--- src/rtl/restoring_div_n.sv ---
// Iterative unsigned restoring divider: N-bit quotient and remainder in N+1
// cycles, trial subtraction on a ripple of 4-bit carry-lookahead stages.
module cla_4 (
   input  logic [3:0] a_i,
   input  logic [3:0] b_i,
   input  logic       c_i,
   output logic [3:0] s_o,
   output logic       c_o
);
   logic [3:0] g;
   logic [3:0] p;
   logic [4:0] c;

   assign g = a_i & b_i;
   assign p = a_i ^ b_i;

   assign c[0] = c_i;
   assign c[1] = g[0] | (p[0] & c_i);
   assign c[2] = g[1] | (p[1] & g[0]) | (p[1] & p[0] & c_i);
   assign c[3] = g[2] | (p[2] & g[1]) | (p[2] & p[1] & g[0])
               | (p[2] & p[1] & p[0] & c_i);
   assign c[4] = g[3] | (p[3] & g[2]) | (p[3] & p[2] & g[1])
               | (p[3] & p[2] & p[1] & g[0])
               | (p[3] & p[2] & p[1] & p[0] & c_i);

   assign s_o = p ^ c[3:0];
   assign c_o = c[4];
endmodule

module restoring_div_n #(
   parameter int N = 8
) (
   input  logic         clk,
   input  logic         rst,
   input  logic         start,
   input  logic [N-1:0] dividend,
   input  logic [N-1:0] divisor,
   output logic         busy,
   output logic         done,
   output logic [N-1:0] quotient,
   output logic [N-1:0] remainder,
   output logic         div_by_zero
);
   localparam int CW = $clog2(N + 1);
   localparam int NS = N / 4;

   typedef enum logic [1:0] {
      S_IDLE,
      S_RUN,
      S_DONE
   } state_e;

   state_e        state_q;
   logic [CW-1:0] cnt_q;
   logic [N-1:0]  r_q;
   logic [N-1:0]  q_q;
   logic [N-1:0]  d_q;
   logic          busy_q;
   logic          done_q;
   logic          dbz_q;

   logic [N:0]    t;
   logic [N-1:0]  nd;
   logic [N-1:0]  diff;
   logic [NS:0]   c;
   logic          ok;
   logic [N-1:0]  r_d;
   logic [N-1:0]  q_d;

   assign t    = {r_q, q_q[N-1]};
   assign nd   = ~d_q;
   assign c[0] = 1'b1;

   for (genvar gi = 0; gi < NS; gi++) begin : g_cla
      cla_4 u_cla (
         .a_i (t[4*gi +: 4]),
         .b_i (nd[4*gi +: 4]),
         .c_i (c[gi]),
         .s_o (diff[4*gi +: 4]),
         .c_o (c[gi+1])
      );
   end

   // R stays below D, so R's top bit is always zero and is not stored;
   // the trial's top bit still comes from T[N] with the chain carry.
   assign ok  = t[N] | c[NS];
   assign r_d = ok ? diff : t[N-1:0];
   assign q_d = {q_q[N-2:0], ok};

   always_ff @(posedge clk) begin
      if (rst) begin
         state_q <= S_IDLE;
         cnt_q   <= '0;
         r_q     <= '0;
         q_q     <= '0;
         d_q     <= '0;
         busy_q  <= 1'b0;
         done_q  <= 1'b0;
         dbz_q   <= 1'b0;
      end else begin
         unique case (state_q)
            S_IDLE, S_DONE: begin
               done_q <= 1'b0;
               if (start) begin
                  state_q <= S_RUN;
                  cnt_q   <= CW'(N);
                  r_q     <= '0;
                  q_q     <= dividend;
                  d_q     <= divisor;
                  dbz_q   <= (divisor == '0);
                  busy_q  <= 1'b1;
               end else begin
                  state_q <= S_IDLE;
               end
            end
            S_RUN: begin
               r_q   <= r_d;
               q_q   <= q_d;
               cnt_q <= cnt_q - CW'(1);
               if (cnt_q == CW'(1)) begin
                  state_q <= S_DONE;
                  busy_q  <= 1'b0;
                  done_q  <= 1'b1;
               end
            end
            default: state_q <= S_IDLE;
         endcase
      end
   end

   assign busy        = busy_q;
   assign done        = done_q;
   assign quotient    = q_q;
   assign remainder   = r_q;
   assign div_by_zero = dbz_q;
endmodule

--- config.mk ---
export PLATFORM = sky130hd
export DESIGN_NAME = restoring_div_n
export DESIGN_NICKNAME = d
export VERILOG_FILES = /design/src/rtl/restoring_div_n.sv
export SDC_FILE = /design/constraint.sdc
export NUM_CORES = 1
export LEC_CHECK = 0
export CAP_MARGIN = 0
export CORE_AREA = 2 2 95 51
export DETAILED_ROUTE_END_ITERATION = 12
export DIE_AREA = 0 0 97 53
export GPL_ROUTABILITY_DRIVEN = 0
export PLACE_DENSITY = 0.76
export SLEW_MARGIN = 20
export SYNTH_ARGS = -nofsm -noshare
export SYNTH_HDL_FRONTEND = slang
export SYNTH_SLANG_ARGS = --single-unit
--- constraint.sdc ---
create_clock -name clk -period 2.25 [get_ports clk]
set_input_delay 0.45 -clock clk [delete_from_list [all_inputs] [get_ports clk]]
set_output_delay 0.45 -clock clk [all_outputs]
set_load 0.005 [all_outputs]
# After elaboration in Yosys (flattened, before gate mapping)
# Cells that the tools add are included.
[totals]
elab_cells = 93
input_bits = 19
ff_bits = 33
output_inout_bits = 19
[op_classes]
muxes = 15
bitwise_logic = 56
n_reduce_logical = 8
n_addsub = 1
n_eq_ne = 5
[op_table]
columns = ["op", "count"]
rows = [
  ["one-hot mux 8 bit (2 select lines)", 2],
  ["bitwise AND 1 bit", 28],
  ["two-way mux 8 bit", 3],
  ["OR 1 bit", 21],
  ["XOR 4 bit", 4],
  ["bitwise AND 4 bit", 2],
  ["logical NOT 8 bit", 1],
  ["NOT 8 bit", 1],
  ["one-hot mux 4 bit (2 select lines)", 1],
  ["AND reduction 2 bit", 3],
  ["equality test 4 x 1 -> 1 bit, second input constant", 1],
  ["two-way mux 1 bit", 4],
  ["two-way mux 4 bit", 1],
  ["!= test 2 bit, second input constant", 2],
  ["one-hot mux 1 bit (2 select lines)", 2],
  ["one-hot mux 2 bit (2 select lines)", 1],
  ["subtractor 4 x 1 -> 4 bit, second input constant", 1],
  ["AND reduction 3 bit", 1],
  ["equality test 2 x 1 -> 1 bit, second input constant", 1],
  ["equality test 2 bit, second input constant", 1],
  ["logical NOT 2 bit", 1],
  ["two-way mux 2 bit", 1],
  ["nonzero test 2 bit", 1],
  ["OR reduction 2 bit", 1],
]

# Longest topological paths before layout
[depth]
word_depth = 12
mapped_depth = 8
ltp_nobuf = 8

# By module
# A second synthesis with hierarchy kept.
[hier_totals]
hier_cells = 191
area_unflattened_um2 = 1691.6
[by_module_without_submodules]
columns = ["mod", "seq_area_each_um2", "instances", "cells_each", "area_per_inst_um2"]
rows = [
  ["restoring_div_n", 660.6, 1, 157, 1396.3],
  ["cla_4", 0.0, 2, 17, 147.6],
]

# Worst setup path after synthesis
# Ideal clock, no wire load.
[synth_path]
path_kind = "register to register"
from = "register q_q[7] (netlist: quotient[7])"
to = "register r_q[4] (netlist: remainder[4])"
n_path_buf = 0
arrival_ps = 1820
setup_time_ps = 59
slack_ps = 370
period_less_slack_ps = 1880
t_required_ps = 2191
path_stages_with_launch = 8
cell_sequence = "dfxtp_1 > inv_1 > ha_1 > o21a_2 > o22ai_1 > fa_1 > mux2i_1 > a22o_1"
[synth_between]
elab_chain_cells = 9
word_cells_on_any_way = 12
cone_classes = "mux (2); bitwise (10)"
[synth_lines]
columns = ["item", "line_no", "source"]
rows = [
  ["start: declaration", "56", "logic [N-1:0] q_q;"],
  ["start signal: assignment", "108", "q_q <= dividend;"],
  ["start signal: assignment", "118", "q_q <= q_d;"],
  ["bitwise AND 4 bit", "14", "assign g = a_i & b_i;"],
  ["bitwise AND 1 bit", "23", "| (p[3] & p[2] & p[1] & g[0])"],
  ["OR 1 bit", "23", ""],
  ["OR 1 bit *", "24", "| (p[3] & p[2] & p[1] & p[0] & c_i);"],
  ["bitwise AND 1 bit", "24", ""],
  ["OR 1 bit", "24", ""],
  ["OR 1 bit", "86", "assign ok = t[N] | c[NS];"],
  ["two-way mux 8 bit *", "87", "assign r_d = ok ? diff : t[N-1:0];"],
  ["one-hot mux 8 bit (2 select lines) *", "101", "unique case (state_q)"],
  ["end signal: assignment", "117", "r_q <= r_d;"],
  ["end: declaration", "55", "logic [N-1:0] r_q;"],
]
# Every way passes the cells marked *; elsewhere a longest branch is shown, timed or not.
# A chain may end at the register's enable or synchronous reset.

# Worst setup path in the final report
# Same ends and word-level chain as after synthesis.

==> impl_metrics.csv <==
group,metric,value,unit
timing,relSlewSlack,30.6,%
hold_path,hold_class,"flip-flop to flip-flop",
routing,ant_nets,0,
final_layout,final_cells,298,
clock_tree,cts_tree,"done",
setup_path,crit_type,"flip-flop to flip-flop",
final_layout,antenna_cells,0,
timing,tightest_slew,1.03,ns
die,ioPinCount,38,
placement,pre_cts_ws,0.104,ns
yosys,synth_cell_types,36,
clock_tree,htree_levels,2,
yosys,seq_area_frac_synth,39.4,%
clock_tree,cts_buffers,5,
die,row_count,17,
setup_path,cp_top_family,"adder cells",
placement,hpwlAfterDp,3070,µm
power,leakage,0.821,nW
routing,first_pass_iters,4,
setup_path,path_max_fanout,4,
grt,grt_pass1_wl,6670,µm
hold_path,hold_start,"d_q[7]",
setup_path,path_buf_inv,1,
yosys,avgSynthCellArea,8.35,µm²
yosys,syn_inst,201,
yosys,synth_enable_flop_cells,0,
status,status,"complete, no violations",
clock_tree,cts.reportedPaths.clkPinSlew,0.06,ns
clock_tree,cts-hold-fix-buffers,0,
setup_path,regToRegEndpoint,"remainder[4]",
setup_path,path_cells,"inv_1 > ha_1 > o21a_2 > o22ai_1 > fa_1 > mux2i_1 > a22o_1",
routing,wl,4020,µm
routing,vias_per_cell,5.04,
hold_path,hold_depth,2,
grt,grt_start_max_net_pins,23,
clock_tree,post_cts_buffers,0,
clock_tree,cts-root-buf,"clkbuf_8",
placement,portBuffers,37,
die,die_h,53,µm
die,die_x,97,µm
hold_path,worstHoldEndpoint,"d_q[7]",
timing,finalCritPeriodShare,91.0,%
grt,grt_use_total,16.9,%
yosys,ys.warnings.count,0,
setup_path,cp-end-kind,"flip-flop",
power,power.density,698,nW/µm²
yosys,async_flop_share,0,%
timing,rsz0062_at_grt,"false",
yosys,synth_ff_type,"dfxtp_1",
placement,dp.cells,290,
final_layout,layout.nets,271,
yosys,synth_nets,232,
die,die_area,5140,µm²
grt,grt-ovfl-total,0,
grt,antenna_found_initial,0,
timing,hold_viol_final,0,
timing,drv_slew,0,
clock_tree,clk_latency,0.28,ns
setup_path,crit_slowest_cell,"fa_1",
clock_tree,cts_resized,0,
flow_run,maxCapViolations,0,
setup_path,r2r_cells,7,
routing,routedWlPerCell,13.5,µm
final_layout,area_delta_synth_final,30.8,%
routing,post-route-drc-count,0,
routing,drt_iter0_drc,47,
timing,timing.setup.tns,0,ns
setup_path,reg2reg_from,"quotient[7]",
timing,setup_viol,0,
timing,fin_hold_ws,0.463,ns
timing,fin_crit,2.05,ns
clock_tree,clkSinkCount,33,
setup_path,cpPeakStageDelay,0.45,ns
setup_path,reg2reg_slack,0.20,ns
die,floorplan.initialDensity,39.2,%
timing,clock-skew-final,0.00483,ns
clock_tree,cts_buffer_depth,2,
setup_path,cp.required,2.47,ns
routing,num_vias,1501,
yosys,ys_ff_latch,33,
die,coreArea,4280,µm²
final_layout,drive_above_1_share,7.05,%
setup_path,cp.arrival,2.27,ns
timing,fin_ws,0.202,ns
power,irDropWorstVdd,0.246,mV
timing,fmax,488,MHz
grt,grt_pass1_vias,1399,
yosys,syn_area,1680,µm²
final_layout,final_cell_mix,"nand2_1 (37), clkdlybuf4s50_1 (37), dfxtp_1 (33)",
setup_path,start_kind,"flip-flop",
==> synthesized netlist by cell type, types with 2 or more instances <==
library cell	n	area (µm²)
a22o_1	2	17.5
xnor2_1	3	26.3
o21a_2	2	17.5
o211ai_1	2	15.0
clkbuf_1	7	26.3
nor2_1	15	56.3
nand2_1	37	139
o21ai_0	6	30.0
a21oi_1	26	130
nand3_1	2	10.0
nand2b_1	3	18.8
nand3b_1	2	15.0
inv_1	12	45.0
a22oi_1	8	60.1
dfxtp_1	33	661
nor4_1	4	25.0
mux2i_1	6	60.1
nor2b_1	2	12.5
ha_1	11	138
nor3_1	2	10.0
==> cell families (layout without fill, tap and decap cells) <==
family | Yosys count | count (layout) | share of synthesized area, %
compound gates | 55 | 55 | 22.1
simple gates | 70 | 70 | 18.6
fa+ha+maj | 12 | 12 | 9.40
mux | 6 | 6 | 3.58
buf+inv | 21 | 61 | 4.77
flops | 33 | 33 | 39.4
xor+xnor | 4 | 4 | 2.09
==> report_power, final <==
group          leakage [nW]  total [W]  switching, W  internal, W
registers             0.270   0.000662     0.0000367     0.000626
logic                 0.511   0.000453      0.000224     0.000229
clock network        0.0395   0.000418      0.000198     0.000219
==> metrics by stage <==
step           util, %  power [W]  cell area (µm²)
6_report          51.3    0.00153             2190
3_5_place_dp      49.5    0.00112             2110
4_1_cts           51.3    0.00154             2190
5_1_grt           51.3    0.00163             2190
3_3_place_gp      49.5    0.00112             2110
2_1_floorplan        -   0.000978             1680
==> state kept, by name, summed over array words and instances (netlist names) <==
| signal | cells |
|---|---|
| done | 1 |
| busy | 1 |
| remainder | 8 |
| cnt_q | 4 |
| div_by_zero | 1 |
| state_q | 2 |
| d_q | 8 |
| quotient | 8 |
==> final cells by class <==
type | instances | area [µm²]
well taps | 57 | 71.3
fillers | 411 | 2080
repair buffers | 41 | 400
flip-flops and latches | 33 | 661
clock buffers | 8 | 80.1
multi-input cells | 147 | 937
inverters | 12 | 45.0
==> how the worst max path moves through the flow <==
stage,start,end,slack (ns),depth (start not counted)
2_1_floorplan,quotient[7],remainder[4],0.37,7
3_3_place_gp,start,remainder[0],0.18,4
3_5_place_dp,start,remainder[4],0.10,4
4_1_cts,quotient[7],remainder[4],0.19,7
5_1_grt,quotient[7],remainder[4],0.07,7
6_report,quotient[7],remainder[4],0.20,7
==> layer usage <==
metal | vias up | share of wire [%] | global-route usage [%]
li1 | 775 | - | -
met1 | 679 | 56 | 25.2
met2 | 42 | 36 | 22.5
met3 | 5 | 7.6 | 5.55
met4 | 0 | 0.75 | 4.93
met5 | - | 0 | 0
==> worst reg2reg max path, stage by stage (launching register included) <==
cell,delay (ns)
dfxtp_1,0.38
inv_1,0.08
ha_1,0.33
o21a_2,0.24
o22ai_1,0.22
fa_1,0.45
mux2i_1,0.14
a22o_1,0.14
No activity file was read; power rests on OpenSTA's default activity.
